===== src/rtl/multi_delay_timer_pkg.sv =====
// Shared types and constants for the multi-channel delay/tick generator.
package multi_delay_timer_pkg;

   typedef enum logic {StIdle, StRun} state_e;
   typedef enum logic {ModePeriodic, ModeOneshot} mode_e;

   localparam int unsigned DefaultN = 12500;

endpackage


===== src/rtl/delay_chan.sv =====
// One timer channel: IDLE/RUN FSM, cycle counter, active and pending period/mode,
// sticky retrigger flag and a counter-overrun invariant monitor.
module delay_chan
   import multi_delay_timer_pkg::*;
#(
   parameter int unsigned CBITS     = 14,
   parameter int unsigned DEFAULT_N = DefaultN
) (
   input  logic             clk,
   input  logic             rst,
   input  logic             cfg_we_i,
   input  logic [CBITS-1:0] cfg_period_i,
   input  logic             cfg_oneshot_i,
   input  logic             start_i,
   input  logic             stop_i,
   input  logic             flag_clr_i,
   output logic             tick_o,
   output logic             busy_o,
   output logic             retrig_o,
   output logic             err_o
);

   state_e           state_q, state_d;
   mode_e            mode_q, mode_d, pend_mode_q, pend_mode_d;
   logic [CBITS-1:0] cnt_q, cnt_d, per_q, per_d, pend_per_q, pend_per_d;
   logic             pend_v_q, pend_v_d;
   logic             tick_q, tick_d, retrig_q, retrig_d, err_q, err_d;

   mode_e            cfg_mode, eff_mode;
   logic [CBITS-1:0] eff_per;
   logic             eff_v, apply, retrig_set;

   always_comb begin
      state_d     = state_q;
      mode_d      = mode_q;
      cnt_d       = cnt_q;
      per_d       = per_q;
      pend_per_d  = pend_per_q;
      pend_mode_d = pend_mode_q;
      pend_v_d    = pend_v_q;
      tick_d      = 1'b0;
      apply       = 1'b0;
      retrig_set  = 1'b0;
      cfg_mode    = cfg_oneshot_i ? ModeOneshot : ModePeriodic;
      // A write landing on the reload/stop edge takes effect on that same edge.
      eff_v       = cfg_we_i | pend_v_q;
      eff_per     = cfg_we_i ? cfg_period_i : pend_per_q;
      eff_mode    = cfg_we_i ? cfg_mode : pend_mode_q;

      unique case (state_q)
         StIdle: begin
            if (cfg_we_i) begin
               per_d  = cfg_period_i;
               mode_d = cfg_mode;
            end
            if (start_i && !stop_i) begin
               state_d = StRun;
               cnt_d   = '0;
            end
         end
         StRun: begin
            if (stop_i) begin
               state_d = StIdle;
               cnt_d   = '0;
               apply   = 1'b1;
            end else if (start_i) begin
               cnt_d      = '0;
               retrig_set = 1'b1;
            end else if (cnt_q == per_q) begin
               tick_d = 1'b1;
               cnt_d  = '0;
               apply  = 1'b1;
               if (mode_q == ModeOneshot) state_d = StIdle;
            end else begin
               cnt_d = cnt_q + 1'b1;
            end

            if (apply) begin
               if (eff_v) begin
                  per_d    = eff_per;
                  mode_d   = eff_mode;
                  pend_v_d = 1'b0;
               end
            end else if (cfg_we_i) begin
               pend_per_d  = cfg_period_i;
               pend_mode_d = cfg_mode;
               pend_v_d    = 1'b1;
            end
         end
         default: state_d = StIdle;
      endcase

      retrig_d = retrig_set | (retrig_q & ~flag_clr_i);
      err_d    = (cnt_q > per_q);
   end

   always_ff @(posedge clk) begin
      if (rst) begin
         state_q     <= StIdle;
         mode_q      <= ModePeriodic;
         pend_mode_q <= ModePeriodic;
         cnt_q       <= '0;
         per_q       <= CBITS'(DEFAULT_N);
         pend_per_q  <= CBITS'(DEFAULT_N);
         pend_v_q    <= 1'b0;
         tick_q      <= 1'b0;
         retrig_q    <= 1'b0;
         err_q       <= 1'b0;
      end else begin
         state_q     <= state_d;
         mode_q      <= mode_d;
         pend_mode_q <= pend_mode_d;
         cnt_q       <= cnt_d;
         per_q       <= per_d;
         pend_per_q  <= pend_per_d;
         pend_v_q    <= pend_v_d;
         tick_q      <= tick_d;
         retrig_q    <= retrig_d;
         err_q       <= err_d;
      end
   end

   assign tick_o   = tick_q;
   assign busy_o   = (state_q == StRun);
   assign retrig_o = retrig_q;
   assign err_o    = err_q;

endmodule


===== src/rtl/multi_delay_timer.sv =====
// NCH independent programmable delay/tick channels sharing one config write port.
module multi_delay_timer
   import multi_delay_timer_pkg::*;
#(
   parameter int unsigned NCH       = 4,
   parameter int unsigned CBITS     = 14,
   parameter int unsigned DEFAULT_N = DefaultN,
   localparam int unsigned ChW      = (NCH > 1) ? $clog2(NCH) : 1
) (
   input  logic             clk,
   input  logic             rst,
   input  logic             cfg_we_i,
   input  logic [ChW-1:0]   cfg_ch_i,
   input  logic [CBITS-1:0] cfg_period_i,
   input  logic             cfg_oneshot_i,
   input  logic [NCH-1:0]   start_i,
   input  logic [NCH-1:0]   stop_i,
   input  logic [NCH-1:0]   flag_clr_i,
   output logic [NCH-1:0]   tick_o,
   output logic [NCH-1:0]   busy_o,
   output logic [NCH-1:0]   retrig_o,
   output logic [NCH-1:0]   err_o
);

   logic [NCH-1:0] ch_we;

   for (genvar i = 0; i < NCH; i++) begin : g_ch
      // Indices at or above NCH match no channel, so such writes are dropped.
      assign ch_we[i] = cfg_we_i && (cfg_ch_i == ChW'(i));

      delay_chan #(
         .CBITS     (CBITS),
         .DEFAULT_N (DEFAULT_N)
      ) u_chan (
         .clk           (clk),
         .rst           (rst),
         .cfg_we_i      (ch_we[i]),
         .cfg_period_i  (cfg_period_i),
         .cfg_oneshot_i (cfg_oneshot_i),
         .start_i       (start_i[i]),
         .stop_i        (stop_i[i]),
         .flag_clr_i    (flag_clr_i[i]),
         .tick_o        (tick_o[i]),
         .busy_o        (busy_o[i]),
         .retrig_o      (retrig_o[i]),
         .err_o         (err_o[i])
      );
   end

endmodule


===== config.mk =====
export PLATFORM = sky130hd
export DESIGN_NAME = multi_delay_timer
export DESIGN_NICKNAME = d
export VERILOG_FILES = /design/src/rtl/multi_delay_timer_pkg.sv /design/src/rtl/delay_chan.sv /design/src/rtl/multi_delay_timer.sv
export SDC_FILE = /design/constraint.sdc
export NUM_CORES = 1
export LEC_CHECK = 0
export ABC_AREA = 1
export CAP_MARGIN = 20
export CORE_MARGIN = 5
export CORE_UTILIZATION = 47
export CTS_BUF_LIST = sky130_fd_sc_hd__clkbuf_4
export CTS_CLUSTER_SIZE = 25
export DETAILED_ROUTE_END_ITERATION = 10
export HOLD_SLACK_MARGIN = 0.1
export SLEW_MARGIN = 5
export SYNTH_ARGS = -nofsm -noshare
export SYNTH_HDL_FRONTEND = slang
export SYNTH_SLANG_ARGS = --single-unit

===== constraint.sdc =====
create_clock -name clk -period 2.6 [get_ports clk]
set_input_delay 0.78 -clock clk [delete_from_list [all_inputs] [get_ports clk]]
set_output_delay 0.78 -clock clk [all_outputs]
set_load 0.1 [all_outputs]

==> results of run 1 <==
==> worst register-to-register path: cells and delay by family (launching register included) <==
family	cells	cell delay (ps)
adders and majority gates	1	290
buffers and inverters	1	70
DFF	1	400
and+or+nand+nor	8	1190
==> cell families after synthesis <==
kind of cell,count (synthesis)
buffers and inverters,318
DFF,196
adders and majority gates,60
and+or+nand+nor,910
AOI/OAI and AO/OA,239
xor gates and xnor gates,17
==> layout make-up <==
| cell class | instances | area [µm²] |
|---|---|---|
| clock inverter | 13 | 150 |
| inverter | 219 | 823 |
| antenna | 1 | 2.50 |
| tap | 324 | 405 |
| sequential | 196 | 3920 |
| clock buffer | 19 | 143 |
| timing repair buffer | 104 | 986 |
| fill | 2555 | 11600 |
| multi-input combinational | 1226 | 6110 |
==> per-stage QoR <==
step	std cells	hold WS, ps
final	2102	470
after global routing	2102	437
after floorplan	1740	429
after global placement	2069	442
after CTS	2101	445
after detailed placement	2069	444
==> report_power, final <==
part           switching, µW  total [µW]  internal, µW
clock network           1140        1750           613
logic                    607         941           333
registers               57.4        3160          3100
total                   1810        5850          4050
==> worst max path at each step <==
stage / to / slack, ps / cells after the start
after detailed placement: g_ch[3].u_chan.per_q[2] / 140 / 7
final: busy_o[3] / 510 / 1
after CTS: busy_o[3] / 460 / 1
after global placement: g_ch[1].u_chan.per_q[9] / 170 / 10
after global routing: g_ch[1].u_chan.per_q[6] / 330 / 11
after floorplan: g_ch[2].u_chan.per_q[10] / 750 / 10
==> placed cells by master (no fill, tap or decap), drive strengths merged, types with 19 or more instances in the layout <==
master         synthesis  routed
ha                    60      60
a21oi                146     146
inv                  219     223
clkbuf                29      19
buf                   70      75
clkdlybuf4s50          0      29
o21ai                 50      50
nor2                 200     200
nand3                206     206
o211ai                27      27
nand4                 31      31
dfxtp                196     196
nand2                442     442
==> layer usage <==
metal	global-route usage (%)	part of all wire, %	up-vias
li1	-	-	5652
met1	29.3	49	4848
met2	33.3	45	195
met3	3.48	4.4	35
met4	5.20	1.5	2
met5	0	0.038	-
==> registers in the layout, indices dropped and copies added, names as in the netlist <==
name,count
g_ch.u_chan.err_o,4
g_ch.u_chan.pend_v_q,4
g_ch.u_chan.cnt_q,56
g_ch.u_chan.busy_o,4
g_ch.u_chan.tick_o,4
g_ch.u_chan.retrig_o,4
g_ch.u_chan.pend_per_q,56
g_ch.u_chan.per_q,56
g_ch.u_chan.mode_q,4
g_ch.u_chan.pend_mode_q,4
==> results.md, run 1 <==
- Outcome: completed
- Clock transition at path regs: 170 ps
- CTS Hold Bufs: 0
- Synthesized area: 11,400 µm²
- H-tree depth: 4
- Post-DP HPWL: 21.3 mm
- Io pins: 48
- Largest family of logic cells by synthesized area: simple AND/OR/NAND/NOR gates
- Slew margin rel.: 61.5%
- Core area: 24,100 µm²
- Maximum buffer depth of the clock tree: 2
- Antenna Violating Nets Remaining: 0
- Starting Density: 47.3%
- Compound-gate portion of the synthesized area: 11.6%
- # DRC: 0
- Slew Limit Fails: 0
- Crit path launch: g_ch[3].u_chan.busy_o
- Routed wire length: 29.0 mm
- Worst Hold End: g_ch[1].u_chan.pend_per_q[8]
- Critical path class: reg -> out
- CTS Buf Count: 17
- Syn Area/Cell: 6.55 µm²
- Post-Syn Nets: 1,832
- Mux share of post-synthesis cell area: 0%
- Crit path max fanout: 4
- First-pass GRT wire length: 48.2 mm
- Setup TNS: 0 ps
- Post-Synth XOR/XNOR Area: 1.31%
- Post-route worst setup slack: 513 ps
- Most frequent cells after synthesis: nand2_1 (439), inv_1 (213), nand3_1 (203)
- Remaining Overflow, GRT: 0
- R2R cell count: 10
- Vias in the first global route: 9,823
- Root Driver: clkbuf_4
- Worst Hold Launch: g_ch[1].u_chan.pend_per_q[8]
- Async set-reset flop share out of synthesis: 0%
- Crit-path slowest cell: dfxtp_1
- Crit Reg-Reg Endpoint: g_ch[1].u_chan.per_q[2]
- Power per cell area: 466 nW/µm²
- Share of layout cells above drive strength 1: 7.77%
- Port bufs: 47
- Synth unique cells: 37
- Fin util: 52.1%
- Initial antenna violation count: 2
- Routed WL per cell: 13.8 µm
- Hold Crit Class: reg -> reg
- Final Cycle Share: 80.3%
- Seq/Total Area, Yosys: 34.4%
- Routed vias: 10.7k
- Crit path time final: 2090 ps
- Max Clock Freq: 0.479 GHz
- Post-CTS Setup Inserts: 0
- Leak: 0.00594 µW
- Least-Margin Pin Slew: 578 ps
- Pre-CTS worst setup slack: 142 ps
- GP Congestion: 0.819
- Startpoint types: register
- Critical Path RT: 1820 ps
- Dpl cell area: 12,300 µm²
- FF-to-FF Start: g_ch[1].u_chan.cnt_q[12]
- Post-synth EDFFs: 0
- Post-synthesis simple-gate area fraction: 34.2%
- RSZ-0062 raised after global routing: no
- Final instance area: 12,500 µm²
- Die H: 166 µm
- Total GRT Usage: 20.8%
- Synthesized instance count: 1,740
- Yosys top cell area share: 34.4%
- Worst vdd ir: 0.000251 V
- Hold Vio Cnt, Final: 0
- Clock Latency Late Sink: 600 ps
- Hold Crit Depth: 2
- Post-CTS Resized: 0
- Nets@finish: 1,856
- Most frequent cell after synthesis: nand2_1
- DIE AREA: 27,500 µm²
- Critical path buffers and inverters: 1
- Total number of clock tree sinks: 196
- TritonRoute pass-1 iters: 5
- Area leader, netlist: dfxtp_1
- Synthesized flop and latch total: 196
- Overall Power: 5850 µW
- Num rows: 57
- Max_cap viols: 0
- Worst Skew: 36.4 ps
- Worst R2R Setup Slack: 530 ps
- Area grow syn2layout: 10.0%
- YS warnings: 0
- Post-synthesis adder-cell area fraction: 6.58%
- CP endpoint kind: output port
- Largest net degree at the start of global routing: 57
- Die width: 166 µm
- Ys flop type: dfxtp_1
- Initial DRC count: 731
- Crit-path max cell delay: 500 ps
- Top cells by area, synth: dfxtp_1 (34%), nand2_1 (14%), nand3_1 (8.9%)
- Via density: 5.11
- Count of final setup violators: 0
- CP top delay family: flip-flops
- Arrival @ worst endpoint: 1310 ps
- CTS tree: built
- Critical-path cell list: buf_12
Note: power is estimated with default switching activity, not from simulation.
==> inputs of run 2 (changes only) <==
--- a/config.mk
+++ b/config.mk
@@ -13,6 +13,7 @@
 export CTS_CLUSTER_SIZE = 25
 export DETAILED_ROUTE_END_ITERATION = 10
 export HOLD_SLACK_MARGIN = 0.1
+export PLACE_DENSITY = 0.67
 export SLEW_MARGIN = 5
 export SYNTH_ARGS = -nofsm -noshare
 export SYNTH_HDL_FRONTEND = slang
==> constraint.sdc (replaced) <==
create_clock -name clk -period 1.9 [get_ports clk]
set_input_delay 0.57 -clock clk [delete_from_list [all_inputs] [get_ports clk]]
set_output_delay 0.57 -clock clk [all_outputs]
set_load 0.1 [all_outputs]
==> run 2 against run 1 <==
Setup slack got worse by 440 ps. Register-to-register slack got worse by 440 ps. Global-route usage rose by 0.42 points. Final cell count rose by 6.7%. Non-clock buffer count rose by 141. Clock power rose by 47%. Combinational power rose by 70%. Power rose by 45%. Sequential power rose by 37%. Critical path type unchanged. Highest routed layer is now met4.
==> results.md, run 2 (synthesis gave the netlist of run 1 again) <==
- Outcome: completed
- Starting Density: 47.3%
- Comb pwr share: 18.8%
- FF-to-FF Start: g_ch[0].u_chan.per_q[8]
- Overall Power: 8510 µW
- Arrival @ worst endpoint: 1260 ps
- Total number of clock tree sinks: 196
- Share of layout cells above drive strength 1: 17.0%
- Max Clock Freq: 0.546 GHz
- Worst vdd ir: 0.000372 V
- Hold Crit Depth: 3
- Root Driver: clkbuf_4
- Largest regs: g_ch.u_chan.cnt_q x56, g_ch.u_chan.pend_per_q x56, g_ch.u_chan.per_q x56
- Area grow syn2layout: 25.4%
- Final Cycle Share: 96.4%
- Setup TNS: 0 ps
- Nets@finish: 1,997
- # DRC: 0
- Maximum buffer depth of the clock tree: 2
- Startpoint types: register
- Sw Ratio: 29.6%
- Core area: 24,100 µm²
- Fin util: 59.3%
- Least-Margin Pin Slew: 399 ps
- Num rows: 57
- Count of final setup violators: 0
- Worst Hold Launch: rst
- Slew margin rel.: 73.3%
- Crit Reg-Reg Endpoint: g_ch[0].u_chan.per_q[10]
- Worst R2R Setup Slack: 90 ps
- Clock share of power: 30.3%
- Multi-input logic area: 6260 µm²
- Dpl cell area: 13,600 µm²
- Crit path time final: 1830 ps
- Reg area: 3950 µm²
- Clock Latency Late Sink: 600 ps
- Routed vias: 11.5k
- R2R cell count: 10
- Crit-path max cell delay: 390 ps
- TritonRoute pass-1 iters: 6
- Via density: 5.14
- Crit path launch: g_ch[3].u_chan.busy_o
- Die width: 166 µm
- Internal power: 5990 µW
- Total GRT Usage: 21.2%
- RSZ-0062 raised after global routing: yes
- Slew Limit Fails: 0
- Crit-path slowest cell: dfxtp_2
- Final instance area: 14,300 µm²
- Hold Crit Class: in -> reg
- Clock transition at path regs: 160 ps
- Vias in the first global route: 10.4k
- Routed WL per cell: 13.6 µm
- Most frequent cells in the layout: nand2_1 (429), inv_1 (211), nand3_1 (198)
- Commonest non-fill, non-tap cell in the layout: nand2_1
- P_sw: 2520 µW
- CP endpoint kind: output port
- Largest net degree at the start of global routing: 58
- Crit path capture: busy_o[3]
- Post-DP HPWL: 21.8 mm
- Worst Skew: 29.6 ps
- Io pins: 48
- Initial antenna violation count: 1
- Critical-path cell list: buf_6, buf_12
- DIE AREA: 27,500 µm²
- Post-route insts no fill: 2,242
- CTS Buf Count: 17
- Max_cap viols: 0
- Remaining Overflow, GRT: 0
- Sequential share of power: 50.9%
- Die H: 166 µm
- Initial DRC count: 978
- Power per cell area: 595 nW/µm²
- Critical Path RT: 1330 ps
- Critical path class: reg -> out
- CTS tree: built
- GP Congestion: 0.875
- Fill count: 2,349
- Crit path max fanout: 4
- Leak: 0.00685 µW
- First-pass GRT wire length: 49.6 mm
- Hold Vio Cnt, Final: 0
- Routed wire length: 30.6 mm
- H-tree depth: 4
- Antenna Violating Nets Remaining: 0
- Port bufs: 47
- Post-placement cell count: 2,200
==> run 2: changes by cell type in the layout (fill, tap and decap cells not counted), moves of 6 or more <==
cell / delta
buf_12: +26
buf_6: +6
clkbuf_16: +6
nand2_2: +6
nor2_1: -6
dfxtp_2: +24
nand2_1: -10
dfxtp_1: -24
buf_4: +101
==> run 2: power by group through the flow <==
| stage | logic, µW | clock network, µW | registers (µW) |
|---|---|---|---|
| floorplan | 898 | 0 | 4380 |
| global placement | 1490 | 0 | 4400 |
| detailed placement | 1520 | 0 | 4410 |
| CTS | 1530 | 2650 | 4320 |
| global route | 1760 | 2810 | 4340 |
| finish | 1600 | 2580 | 4330 |
==> run 2: how the worst min path moves through the flow <==
stage / end / slack, ps
3_5_place_dp: g_ch[0].u_chan.per_q[6] / 440
5_1_grt: g_ch[3].u_chan.cnt_q[10] / 440
2_1_floorplan: g_ch[0].u_chan.per_q[12] / 430
3_3_place_gp: g_ch[2].u_chan.per_q[13] / 440
4_1_cts: g_ch[3].u_chan.cnt_q[10] / 420
6_report: g_ch[1].u_chan.retrig_o / 460
==> run 2: per-layer routing <==
metal,vias up,track usage [%],share of wire [%]
li1,5949,-,-
met1,5253,29.7,46
met2,297,34.6,47
met3,34,2.93,6.3
met4,0,5.27,1.4
met5,-,0,0
==> run 2: worst max-delay path: cells and delay by family, from the launching register on <==
family | cells | cell delay, ps
flops | 1 | 390
buf+inv | 2 | 290
==> run 2: timing repair <==
item,in CTS,in global routing
buffers inserted,0,3
pin swaps,0,11
hold buffers,0,0
resized for setup,7,62
setup endpoints to repair,16,137
cloned,1,6
==> run 2: per-stage QoR <==
stage	hold WS (ps)	setup WS, ps
floorplan	429	235
global placement	442	-265
detailed placement	444	-311
CTS	419	-18.8
global route	435	-37.5
finish	458	69.3
==> run 2: cell type report <==
| type | count | share of cell area [%] |
|---|---|---|
| clock buffers | 17 | 0.892 |
| diodes | 1 | 0.0175 |
| multi-input cells | 1226 | 43.8 |
| repair buffers | 245 | 17.7 |
| well taps | 324 | 2.83 |
| inverters | 219 | 5.76 |
| flip-flops and latches | 196 | 27.6 |
| clock inverters | 14 | 1.40 |
==> inputs of run 3 (changes only) <==
--- a/config.mk
+++ b/config.mk
@@ -7,7 +7,6 @@
 export LEC_CHECK = 0
 export ABC_AREA = 1
 export CAP_MARGIN = 20
-export CORE_MARGIN = 5
 export CORE_UTILIZATION = 47
 export CTS_BUF_LIST = sky130_fd_sc_hd__clkbuf_4
 export CTS_CLUSTER_SIZE = 25
==> run 3 against run 2 <==
Clock power down 2%. Critical path depth up 10. First-iteration DRC count down 13%. Final area decreased by 0.65%. Register-to-register slack about the same. Setup slack better by 10 ps. Sequential share of layout area increased by 0.13 points. Worst hold slack lost 88 ps. Clock-buffer cell count unchanged. Sequential cell count did not move. Clock skew fell by 1.2 ps. Non-clock buffer count is 1 lower. Critical endpoint is now g_ch[2].u_chan.pend_mode_q.
==> results.md, run 3 (synthesis gave the netlist of run 1 again) <==
- Outcome: completed
- CTS Buf Count: 17
- Least-Margin Pin Slew: 393 ps
- Worst Hold End: g_ch[1].u_chan.busy_o
- Largest net degree at the start of global routing: 52
- Critical-path cell list: inv_1, ha_4, nand2_1, inv_2, nand2_2, nor2_4, nand3_4, nand2_8, buf_12, buf_12, nand2_1, a21oi_2
- Crit path time final: 1820 ps
- Startpoint types: register
- Commonest non-fill, non-tap cell in the layout: nand2_1
- Routed vias: 11.5k
- Share of layout cells above drive strength 1: 17.0%
- Highest metal used: met4
- Area grow syn2layout: 24.6%
- R2R cell count: 12
- Die H: 158 µm
- Leak: 0.00681 µW
- Die width: 158 µm
- Crit Reg-Reg Endpoint: g_ch[2].u_chan.pend_mode_q
- Fin util: 60.2%
- Hold Crit Class: in -> reg
- Slew Limit Fails: 0
- First-pass GRT wire length: 49.3 mm
- Crit path launch: g_ch[2].u_chan.per_q[9]
- Largest regs: g_ch.u_chan.cnt_q x56, g_ch.u_chan.pend_per_q x56, g_ch.u_chan.per_q x56
- DIE AREA: 24,900 µm²
- Remaining Overflow, GRT: 0
- Crit-path max cell delay: 370 ps
- Crit-path slowest cell: dfxtp_2
- Hold Crit Depth: 4
- Max Clock Freq: 0.549 GHz
- Nets@finish: 1,996
- Count of final setup violators: 0
- Starting Density: 48.3%
- Post-DP HPWL: 22.0 mm
- Port bufs: 47
- CTS tree: built
- Fill count: 2,270
- Vias in the first global route: 10.4k
- Max_cap viols: 0
- Worst Skew: 28.4 ps
- FF-to-FF Start: g_ch[2].u_chan.per_q[9]
- Routed WL per cell: 13.6 µm
- Core area: 23,600 µm²
- H-tree depth: 4
- Worst R2R Setup Slack: 80 ps
- Maximum buffer depth of the clock tree: 2
- Metal-1 WL: 14.4 mm
- Worst vdd ir: 0.000402 V
- # DRC: 0
- Io pins: 48
- Crit path max fanout: 8
- Met2 wire len: 14.1 mm
- Critical path class: reg -> reg
- Initial DRC count: 853
- Clock transition at path regs: 190 ps
- Total number of clock tree sinks: 196
- Pre-CTS worst setup slack: -262 ps
- Num rows: 56
- GP Congestion: 0.879
- CP endpoint kind: register
- Power per cell area: 594 nW/µm²
- Arrival @ worst endpoint: 2350 ps
- Initial antenna violation count: 1
- Final Cycle Share: 95.8%
- Met3 WL: 1.59 mm
- Hold Vio Cnt, Final: 0
- Critical Path RT: 2430 ps
- Via density: 5.15
- Total GRT Usage: 24.8%
- Slew margin rel.: 73.8%
- Clock Latency Late Sink: 610 ps
- Routed wire length: 30.4 mm
- Worst Hold Launch: rst
- Antenna Violating Nets Remaining: 0
- Post-route worst setup slack: 79.8 ps
- Most frequent cells in the layout: nand2_1 (426), inv_1 (211), nand3_1 (198)
- TritonRoute pass-1 iters: 5
- Root Driver: clkbuf_4
-- run 3: cell types whose count changed in the layout (fill, tap and decap cells not counted), sizes merged --
cell	previous run	this run
buf	210	211
inv	222	225
clkinv	6	4
clkbuf	23	21
bufinv	4	3
-- run 3: worst max-delay path by stage --
stage / to / slack [ps] / cells after the start
5_1_grt: g_ch[3].u_chan.pend_per_q[7] / -30 / 11
3_3_place_gp: g_ch[1].u_chan.cnt_q[13] / -260 / 9
6_report: g_ch[2].u_chan.pend_mode_q / 80 / 12
3_5_place_dp: g_ch[2].u_chan.pend_per_q[13] / -260 / 9
4_1_cts: g_ch[2].u_chan.pend_per_q[9] / 6 / 11
2_1_floorplan: g_ch[2].u_chan.per_q[12] / 230 / 11
-- run 3: stage by stage --
stage / cell area [µm²] / std cells / hold WS (ps) / total power [µW] / setup TNS (ps)
after floorplan: 11400 / 1740 / 429 / 5280 / 0
after detailed placement: 13600 / 2197 / 444 / 5930 / -26310
after CTS: 13900 / 2229 / 341 / 8450 / 0
final: 14200 / 2236 / 370 / 8450 / 0
after global routing: 14200 / 2236 / 356 / 8840 / -317
after global placement: 13600 / 2197 / 444 / 5900 / -22640
-- run 3: worst max-delay path: cells and delay by family (launching register included) --
family | cells | cell delay, ps
AOI/OAI and AO/OA | 1 | 100
buffers and inverters | 4 | 380
DFF | 1 | 370
adders and majority gates | 1 | 260
and+or+nand+nor | 6 | 630
-- run 3: final cells by class --
| cell class | count | area, µm² | area share, % |
|---|---|---|---|
| antenna | 1 | 2.50 | 0.0176 |
| clock inverter | 14 | 191 | 1.35 |
| sequential | 196 | 3950 | 27.8 |
| timing repair buffer | 244 | 2460 | 17.3 |
| tap | 319 | 399 | 2.81 |
| inverter | 219 | 823 | 5.79 |
| multi-input combinational | 1226 | 6260 | 44.1 |
| clock buffer | 17 | 128 | 0.898 |
-- run 3: timing repair --
item / 4_1_cts / 5_1_grt
cloned: 1 / 4
buffers inserted: 0 / 2
hold buffers: 0 / 0
pin swaps: 1 / 6
endpoints found under the setup margin: 37 / 130
gates resized for setup: 8 / 50
-- run 3: power by group --
part           internal (µW)  switching [µW]  leakage, µW
clock                    956            1580     0.000171
sequential              4250            84.5      0.00160
combinational            669             909      0.00504
total                   5870            2580      0.00681
-- run 3: per-layer routing --
metal / global-route usage [%] / vias to the layer above
met3: 3.37 / 23
met4: 5.22 / 0
met2: 40.8 / 270
met5: 0 / -
met1: 34.4 / 5285
li1: - / 5946
